### src/rtl/brq_lsu.sv
// brq_lsu: non-pipelined load/store unit between execute and the DCCM.
// Accepts one byte-addressed load or store, checks size, alignment and
// range, performs a single DCCM access and returns extended load data or
// store completion over a valid/ready response channel.
//
// Ports:
//   brq_clk, brq_rst_n          clock, asynchronous active-low reset
//   req_valid/req_ready         request handshake (ready only in IDLE)
//   req_we, req_size,
//   req_unsigned, req_addr,
//   req_wdata                   request fields (store data right-justified)
//   rsp_valid/rsp_ready         response handshake
//   rsp_rdata, rsp_err          extended load data / error flag
//   dccm_address                word address (byte address bits [AddrWidth+1:2])
//   dccm_byte_enable            lane code, 111 = no-op
//   dccm_data_in                store data, unshifted
//   dccm_write_enable,
//   dccm_read_enable            one-cycle access strobes
//   dccm_data_out               combinational DCCM read data
module brq_lsu #(
  parameter int AddrWidth = 15,
  parameter int DataWidth = 32
) (
  input  logic                 brq_clk,
  input  logic                 brq_rst_n,
  input  logic                 req_valid,
  output logic                 req_ready,
  input  logic                 req_we,
  input  logic [1:0]           req_size,
  input  logic                 req_unsigned,
  input  logic [31:0]          req_addr,
  input  logic [DataWidth-1:0] req_wdata,
  output logic                 rsp_valid,
  input  logic                 rsp_ready,
  output logic [DataWidth-1:0] rsp_rdata,
  output logic                 rsp_err,
  output logic [AddrWidth-1:0] dccm_address,
  output logic [2:0]           dccm_byte_enable,
  output logic [DataWidth-1:0] dccm_data_in,
  output logic                 dccm_write_enable,
  output logic                 dccm_read_enable,
  input  logic [DataWidth-1:0] dccm_data_out
);

  typedef enum logic [1:0] {
    IDLE   = 2'd0,
    ACCESS = 2'd1,
    RESP   = 2'd2,
    ERR    = 2'd3
  } state_e;

  localparam logic [2:0] LaneNop = 3'b111;

  state_e               state;
  logic                 we_q;
  logic [1:0]           size_q;
  logic                 uns_q;
  logic [AddrWidth+1:0] addr_q;
  logic                 req_bad;

  // Lane code for the DCCM: byte lanes 000..011, half lower 101 / upper 100,
  // word 110.
  function automatic logic [2:0] lane_code(input logic [1:0] size,
                                           input logic [1:0] lo);
    logic [2:0] code;
    case (size)
      2'b00:   code = {1'b0, lo};
      2'b01:   code = lo[1] ? 3'b100 : 3'b101;
      2'b10:   code = 3'b110;
      default: code = LaneNop;
    endcase
    return code;
  endfunction

  // Pick the addressed byte/half out of the read word and extend it.
  function automatic logic [31:0] load_extract(input logic [31:0] d,
                                               input logic [1:0]  size,
                                               input logic        uns,
                                               input logic [1:0]  lo);
    logic [7:0]  b;
    logic [15:0] h;
    logic [31:0] r;
    case (lo)
      2'd0:    b = d[7:0];
      2'd1:    b = d[15:8];
      2'd2:    b = d[23:16];
      default: b = d[31:24];
    endcase
    h = lo[1] ? d[31:16] : d[15:0];
    case (size)
      2'b00:   r = uns ? {24'b0, b} : {{24{b[7]}}, b};
      2'b01:   r = uns ? {16'b0, h} : {{16{h[15]}}, h};
      default: r = d;
    endcase
    return r;
  endfunction

  // Illegal size, misalignment, or any address bit above the DCCM range.
  assign req_bad = (req_size == 2'b11) ||
                   (req_size == 2'b01 && req_addr[0]) ||
                   (req_size == 2'b10 && req_addr[1:0] != 2'b00) ||
                   (|req_addr[31:AddrWidth+2]);

  assign req_ready    = (state == IDLE);
  assign rsp_valid    = (state == RESP);
  assign dccm_address = addr_q[AddrWidth+1:2];

  // Single FSM; the DCCM strobes and lane code are registered on acceptance
  // so they are high exactly during ACCESS and drop at once on reset.
  always_ff @(posedge brq_clk or negedge brq_rst_n) begin
    if (!brq_rst_n) begin
      state             <= IDLE;
      we_q              <= 1'b0;
      size_q            <= 2'b00;
      uns_q             <= 1'b0;
      addr_q            <= '0;
      dccm_data_in      <= '0;
      dccm_write_enable <= 1'b0;
      dccm_read_enable  <= 1'b0;
      dccm_byte_enable  <= LaneNop;
      rsp_rdata         <= '0;
      rsp_err           <= 1'b0;
    end else begin
      case (state)
        IDLE: begin
          if (req_valid) begin
            we_q         <= req_we;
            size_q       <= req_size;
            uns_q        <= req_unsigned;
            addr_q       <= req_addr[AddrWidth+1:0];
            dccm_data_in <= req_wdata;
            if (req_bad) begin
              state <= ERR;
            end else begin
              state             <= ACCESS;
              dccm_write_enable <= req_we;
              dccm_read_enable  <= ~req_we;
              dccm_byte_enable  <= lane_code(req_size, req_addr[1:0]);
            end
          end
        end
        ACCESS: begin
          dccm_write_enable <= 1'b0;
          dccm_read_enable  <= 1'b0;
          dccm_byte_enable  <= LaneNop;
          rsp_err           <= 1'b0;
          rsp_rdata         <= we_q ? '0
                               : load_extract(dccm_data_out, size_q, uns_q, addr_q[1:0]);
          state             <= RESP;
        end
        ERR: begin
          rsp_err   <= 1'b1;
          rsp_rdata <= '0;
          state     <= RESP;
        end
        RESP: begin
          if (rsp_ready) begin
            rsp_err   <= 1'b0;
            rsp_rdata <= '0;
            state     <= IDLE;
          end
        end
        default: state <= IDLE;
      endcase
    end
  end

endmodule

### config.mk
export PLATFORM = sky130hd
export DESIGN_NAME = brq_lsu
export DESIGN_NICKNAME = d
export VERILOG_FILES = /design/src/rtl/brq_lsu.sv
export SDC_FILE = /design/constraint.sdc
export NUM_CORES = 1
export LEC_CHECK = 0
export CORE_ASPECT_RATIO = 0.9
export CORE_MARGIN = 2
export CORE_UTILIZATION = 46
export DETAILED_ROUTE_END_ITERATION = 6
export PLACE_DENSITY = 0.93
export SYNTH_ARGS = -nofsm -noshare
export SYNTH_HDL_FRONTEND = slang
export SYNTH_SLANG_ARGS = --single-unit
### constraint.sdc
create_clock -name brq_clk -period 3.7 [get_ports brq_clk]
set_input_delay 0.925 -clock brq_clk [delete_from_list [all_inputs] [get_ports brq_clk]]
set_output_delay 0.925 -clock brq_clk [all_outputs]
set_load 0.01 [all_outputs]
==> results of run 1 <==
area by class of cell:
| type | instances | area [µm²] |
|---|---|---|
| Inverter | 9 | 33.8 |
| Timing Repair Buffer | 195 | 1940 |
| Multi-Input combinational cell | 218 | 1770 |
| Fill cell | 683 | 2770 |
| Tap cell | 122 | 153 |
| Clock inverter | 6 | 47.5 |
| Clock buffer | 10 | 128 |
| Sequential cell | 93 | 2330 |
how the worst min path moves through the flow:
| stage | startpoint | to | slack (ps) | depth (start not counted) |
|---|---|---|---|---|
| floorplan | addr_q[10] | addr_q[10] | 480 | 1 |
| global placement | dccm_data_in[26] | dccm_data_in[26] | 470 | 1 |
| detailed placement | dccm_data_in[27] | dccm_data_in[27] | 480 | 1 |
| CTS | dccm_data_in[27] | dccm_data_in[27] | 500 | 1 |
| global route | dccm_byte_enable[2] | dccm_byte_enable[2] | 520 | 2 |
| finish | dccm_data_in[27] | dccm_data_in[27] | 500 | 1 |
cell usage in the layout (no fill, tap or decap), types with 2 or more instances in the layout:
cell type and instances:
o21ai_0 18, a221oi_1 3, mux2_2 56, a21oi_1 18
a221o_1 16, o21bai_1 12, nand2b_1 9, clkinv_4 2
dfstp_2 3, nor2b_1 6, a32o_1 14, mux2_1 5
inv_6 2, nand2_1 12, buf_4 6, clkdlybuf4s50_1 189
clkbuf_8 9, dfrtp_1 90, inv_1 8, or3_1 2
o21a_1 4, nor2_1 13, nor3_1 8, nor4_1 4
o211ai_1 4
registers in the layout, summed over array words and instances (netlist names), 2 cells and up:
| name | flops |
|---|---|
| dccm_byte_enable | 3 |
| dccm_data_in | 32 |
| rsp_rdata | 32 |
| addr_q | 17 |
| state | 2 |
| size_q | 2 |
routing by layer:
layer  part of all wire [%]  GRT usage (%)  vias up
li1                       -              -     1638
met1                     38           31.0     1811
met2                     53           44.9      177
met3                    6.9           5.90       28
met4                    2.2           8.55        0
met5                      0              0        -
worst max-delay path, delay by kind of cell, from the launching register on:
family	cells	cell delay, ps
buffers and inverters	1	620
flip-flops	1	620
AND/OR/NAND/NOR	1	330
power by group through the flow:
stage	clock [mW]	sequential [mW]	combinational, mW
after floorplan	0	1.80	1.15
after global placement	0	1.80	2.10
after detailed placement	0	1.84	2.16
after CTS	0.637	1.83	2.17
after global routing	0.677	1.89	2.31
final	0.624	1.83	2.16
synth_stat cells (4+ instances only):
cell | count | share of area [%]
o21ai_0 | 18 | 2.1
nor2b_1 | 6 | 0.86
nor2_1 | 13 | 1.1
a221o_1 | 16 | 3.7
mux2_2 | 56 | 14
o21bai_1 | 12 | 2.1
nor3_1 | 8 | 0.92
nor4_1 | 4 | 0.57
mux2_1 | 5 | 1.3
a21oi_1 | 19 | 2.2
nand2_1 | 12 | 1.0
clkbuf_1 | 12 | 1.0
dfrtp_1 | 90 | 52
buf_4 | 17 | 2.9
a32o_1 | 14 | 3.2
inv_1 | 8 | 0.69
o21a_1 | 4 | 0.69
buf_2 | 8 | 0.92
o211ai_1 | 4 | 0.69
nand2b_1 | 9 | 1.3
cell families (layout without fill, tap and decap cells):
family | count (synthesis) | count (layout) | synth area share, %
compound gates | 96 | 96 | 16.8
mux | 63 | 63 | 16.3
flops | 93 | 93 | 53.4
simple gates | 59 | 59 | 7.31
buf+inv | 49 | 220 | 6.11
per-stage QoR:
stage               total power [mW]  util, %  hold WS, ps  cells  setup WS, ps
CTS                             4.64     69.8          501    653           902
finish                          4.61     69.8          498    653           856
global route                    4.88     69.8          517    653           810
floorplan                       2.95        -          482    360          1600
detailed placement              4.01     67.9          478    637           991
global placement                3.91     67.9          470    637          1090
==> reports/metrics.cfg, run 1 <==
[hold_path]
min_path_type=reg2reg

[power_and_ir_drop]
p_per_area_nw_per_um2=721
switching_share_pct=35.7
p_sw_mw=1.65
pwr-share-clk_pct=13.5
seqPwrFrac_pct=39.6
p_leak_nw=2.61
ir_worst_vdd_uv=419
p_int_mw=2.96
combPwrFrac_pct=46.9

[finish]
drive_above_1_share_pct=16.2
nNetsFinal=630
insertedDiodeCount=0
syn_to_final_growth_pct=46.7
final_area_um2=6400

[clock_network]
cts_tree=done
cts_htree_levels=3
cts_setup_buffers=0
ctsResizeCount=0
clk_pin_slew_ps=100
clock_latency_ps=350
cts_sinks=93
clockBufferDepth=2
cts-root-buf=clkbuf_8
cts_buffers=9
ctsHoldBuffers=0

[status]
outcome=completed

[sta]
setup_tns_ps=0
drv_slew=0
rsz0062_at_grt=no
hold_viol_final=0
min_period_over_period_pct=76.9
relSlewSlack_pct=36.3
setup_viol=0
clock.fmax_mhz=352
skew_ps=13.4
min_period_ps=2840
tightest_slew_ps=956

[logic_synthesis]
yosys_warnings=0
synth.distinct_cells=40
syn_avg_cell_area_um2=12.1
ys.flop_type=dfrtp_1
synth_cells=360
synth_edf_count=0
synthArstFlopShare_pct=100
syn_area_um2=4360
synth_nets=464
ys_ff_latch=93
ys_seq_area_share_pct=53.4

[worst_setup_path]
cp_max_fo=17
critPathArrivalTime_ps=1920
r2r_cells=4
r2r_slack_ps=1290
cp-start-kind=flop
cp-end-kind=output port
timing.rr.start=state[0]
worst-setup-path-type=reg2out
crit_start=state[1]
cp_cell_sequence=nor2_1 -> clkdlybuf4s50_1
worstPathRequired_ps=2770
cpPeakStageDelay_ps=620
slowest_stage=dfrtp_1
crit_path_end=req_ready
reg2reg_to=rsp_rdata[7]

[placement]
gp_congestion=0.901
dpl.hpwl_um=9720
io_buffer_count=190
dpl-instance-area_um2=6220

[floorplanning]
die_area_um2=10300
rows=33
ioPinCount=191
core_um2=9170
dieHeight_um=96.4
die_w_um=107
start_util_pct=47.6

[global_routing]
gr-usage-all-layers_pct=25.4
grt_max_degree=62
grt_pass1_wl_um=20100
grt_overflow_total=0
antenna_found_initial=0
grt_pass1_vias=3843

[route]
first_pass_iters=5
drt_iter0_markers=267
avgRoutedWirePerCell_um=19.6
postRouteAntennaNets=0
viasPerCell=5.60
drc=0
vias=3654
drt_wl_total_um=12800

[job]
cap_violations=0

(Power assumes the default switching activity.)
==> run 2, diff against run 1 <==
CORE_UTILIZATION = 38   (was 46)
PLACE_DENSITY = 0.82   (was 0.93)
clock period = 2.53 ns   (was 3.7 ns; I/O delays follow)
==> reports/metrics.cfg, run 2 (synthesis results as in run 1) <==
[power_and_ir_drop]
p_sw_mw=2.43
p_per_area_nw_per_um2=1080
combPwrFrac_pct=45.5
p_leak_nw=2.68
pwr-share-clk_pct=17.8
seqPwrFrac_pct=36.6
switching_share_pct=34.1
p_int_mw=4.69
fin_total_pwr_mw=7.12
ir_worst_vdd_uv=684

[sta]
min_period_ps=2360
drv_slew=0
setup_tns_ps=0
clock.fmax_mhz=424
skew_ps=7.64
timing.hold.ws_ps=196
rsz0062_at_grt=no
setup_viol=0
relSlewSlack_pct=51.6
min_period_over_period_pct=93.2
hold_viol_final=0
tightest_slew_ps=725

[hold_path]
min_path_type=in2async

[floorplanning]
core_um2=11300
start_util_pct=38.6
die_area_um2=12400
rows=37
dieHeight_um=106
ioPinCount=191
die_w_um=117

[clock_network]
cts_setup_buffers=0
cts_tree=done
cts_htree_levels=3
clockBufferDepth=2
ctsResizeCount=0
ctsHoldBuffers=0
clk_pin_slew_ps=70
clock_latency_ps=350
cts_sinks=93
cts-root-buf=clkbuf_16
cts_buffers=9

[route]
drt_wl_total_um=12000
drt_iter0_markers=304
postRouteAntennaNets=0
drc=0
first_pass_iters=4
avgRoutedWirePerCell_um=17.3
viasPerCell=5.19
vias=3583

[finish]
nNetsFinal=634
insertedDiodeCount=0
drive_above_1_share_pct=16.8
final_area_um2=6600
top_regs=dccm_data_in: 32 flops, rsp_rdata: 32 flops, addr_q: 17 flops
final_cell_mix=clkdlybuf4s50_1 (189), dfrtp_1 (90), mux2_2 (56)
fillCellCount=962
final_common_cell=clkdlybuf4s50_1
syn_to_final_growth_pct=51.2
final_cells=691

[job]
cap_violations=0

[worst_setup_path]
cp_max_fo=9
r2r_cells=4
timing.rr.start=addr_q[1]
reg2reg_to=rsp_rdata[5]
critPathArrivalTime_ps=1720
cp-start-kind=flop
worst-setup-path-type=reg2out
cp-end-kind=output port
worstPathRequired_ps=1900
r2r_slack_ps=530

[placement]
dpl-instance-area_um2=6320
placedCellCount=675
dpl.hpwl_um=8880
io_buffer_count=190
gp_congestion=0.887

[global_routing]
gr-usage-all-layers_pct=20.3
grt_pass1_vias=3804
grt_max_degree=66
antenna_found_initial=0
grt_overflow_total=0
grt_pass1_wl_um=19500

[status]
outcome=completed

## run 2: cell count changes in the layout (fill, tap and decap cells not counted)
cell / before / now
inv_6: 2 / 0
buf_4: 6 / 8
clkbuf_8: 9 / 0
clkbuf_16: 0 / 9
buf_12: 0 / 2
inv_8: 0 / 1
clkinvlp_4: 1 / 2
## run 2: per-stage QoR
| stage | worst slack (ps) | util [%] |
|---|---|---|
| 2_1_floorplan | 726 | - |
| 3_3_place_gp | 241 | 56.0 |
| 3_5_place_dp | 169 | 56.0 |
| 4_1_cts | 182 | 58.4 |
| 5_1_grt | 136 | 58.4 |
| 6_report | 173 | 58.4 |
## run 2: routing by layer
metal	GRT usage [%]	part of all wire, %	vias up	routed length [µm]
met5	0	0	-	0
met4	6.97	2.1	0	247
met3	7.19	8.2	25	980
met2	33.1	49	154	5930
met1	24.7	40	1752	4830
li1	-	-	1652	-
## run 2: power by group through the flow
stage / combinational (mW) / sequential [mW] / clock (mW)
after floorplan: 1.69 / 2.63 / 0
after global placement: 3.18 / 2.59 / 0
after detailed placement: 3.24 / 2.63 / 0
after CTS: 3.27 / 2.61 / 1.31
after global routing: 3.48 / 2.71 / 1.37
final: 3.24 / 2.61 / 1.27
## run 2: cell type report
cell class              count  area [µm²]  share of cell area, %
clock inverters             6        48.8                  0.739
repair buffers            199        1990                   30.2
inverters                   9        33.8                  0.512
clock buffers              10         229                   3.47
well taps                 156         195                   2.96
flip-flops and latches     93        2330                   35.3
multi-input cells         218        1770                   26.8
## run 2: worst max path at each step
stage / start / endpoint / depth (start not counted)
after floorplan: dccm_data_out[23] / rsp_rdata[18] / 5
after global placement: dccm_data_out[23] / rsp_rdata[20] / 5
after detailed placement: dccm_data_out[23] / rsp_rdata[23] / 5
after CTS: state[0] / req_ready / 2
after global routing: state[0] / req_ready / 2
final: state[0] / req_ready / 2
## run 2: worst max-delay path: stages, from the launching register on
cell and delay (ps):
dfrtp_1 510, nor2_1 270, clkdlybuf4s50_1 600
==> run 3, diff against run 2 <==
CORE_UTILIZATION = 25   (was 38)
PLACE_DENSITY = 0.6   (was 0.82)
==> reports/metrics.cfg, run 3 (synthesis results as in run 1) <==
[status]
outcome=completed

[finish]
final_area_um2=6730
final_common_cell=clkdlybuf4s50_1
final_cells=772
seq_area_um2=2330
multi_input_area_um2=1770
syn_to_final_growth_pct=54.3
final_cell_mix=clkdlybuf4s50_1 (189), dfrtp_1 (90), mux2_2 (56)
fin_util_pct=39.6
insertedDiodeCount=0
nNetsFinal=636
fillCellCount=1643
top_regs=dccm_data_in: 32 flops, rsp_rdata: 32 flops, addr_q: 17 flops
drive_above_1_share_pct=17.3

[floorplanning]
core_um2=17000
die_w_um=143
die_area_um2=18500
rows=45
dieHeight_um=129
start_util_pct=25.7
ioPinCount=191

[worst_setup_path]
slowest_stage=clkdlybuf4s50_1
worst-setup-path-type=reg2out
timing.rr.start=addr_q[1]
critPathArrivalTime_ps=1720
cp_max_fo=10
r2r_slack_ps=470
worstPathRequired_ps=1900
r2r_cells=4
cp-end-kind=output port
cp-start-kind=flop
cp_num_buf_inv=1
cp_cell_sequence=nor2_1 -> clkdlybuf4s50_1
critPathTopFamily=buffers and inverters
reg2reg_to=rsp_rdata[5]
cpPeakStageDelay_ps=600

[clock_network]
cts_buffers=9
clk_pin_slew_ps=70
cts_setup_buffers=0
cts_htree_levels=3
clockBufferDepth=2
ctsResizeCount=0
ctsHoldBuffers=0
cts_sinks=93
cts_tree=done
clock_latency_ps=350
cts-root-buf=clkbuf_16

[placement]
dpl-instance-area_um2=6430
io_buffer_count=190
placedCellCount=756
dpl_worst_slack_ps=150
dpl.hpwl_um=9770
gp_congestion=0.822

[power_and_ir_drop]
p_per_area_nw_per_um2=1080
ir_worst_vdd_uv=444
fin_total_pwr_mw=7.27
p_leak_nw=2.70

[route]
drc=0
viasPerCell=4.61
drt_wl_total_um=13100
vias=3560
avgRoutedWirePerCell_um=16.9
postRouteAntennaNets=0
drt_iter0_markers=254
first_pass_iters=4

[sta]
min_period_ps=2350
min_period_over_period_pct=92.9
skew_ps=7.72
relSlewSlack_pct=57.0
setup_viol=0
drv_slew=0
setup_ws_ps=178
timing.hold.ws_ps=257
rsz0062_at_grt=no
setup_tns_ps=0
clock.fmax_mhz=425
tightest_slew_ps=646
hold_viol_final=0

[hold_path]
min_path_type=in2async

[global_routing]
grt_pass1_wl_um=20500
grt_overflow_total=0
antenna_found_initial=1
use_met3_pct=4.43
grt_pass1_vias=3762
gr-usage-met2_pct=23.4
gr-usage-all-layers_pct=14.4
top_usage_layer=met2
use_met1_pct=18.1
grt_max_degree=48

[job]
cap_violations=0

## run 3: cell type report
type                    instances  share of cell area [%]
repair buffers                201                    29.8
inverters                       9                   0.502
clock buffers                   9                    3.34
well taps                     235                    4.37
multi-input cells             218                    26.3
flip-flops and latches         93                    34.6
clock inverters                 7                    1.10
## run 3: per-layer routing
layer	routed length [µm]	vias up
met4	272	2
met5	14	-
met2	6330	111
li1	-	1665
met1	5610	1760
met3	839	22
## run 3: worst max path at each step
stage	from	end	slack, ps	depth (start not counted)
finish	state[1]	req_ready	180	2
global route	state[1]	req_ready	80	2
CTS	state[1]	req_ready	160	2
global placement	dccm_data_out[15]	rsp_rdata[19]	230	5
floorplan	dccm_data_out[23]	rsp_rdata[18]	730	5
detailed placement	dccm_data_out[15]	rsp_rdata[26]	150	5
## run 3: power by group
part / internal [mW] / leakage, nW / switching [mW]
Sequential: 2.11 / 1.15 / 0.476
Combinational: 1.92 / 1.41 / 1.38
Clock: 0.770 / 0.146 / 0.616
Total: 4.80 / 2.70 / 2.47
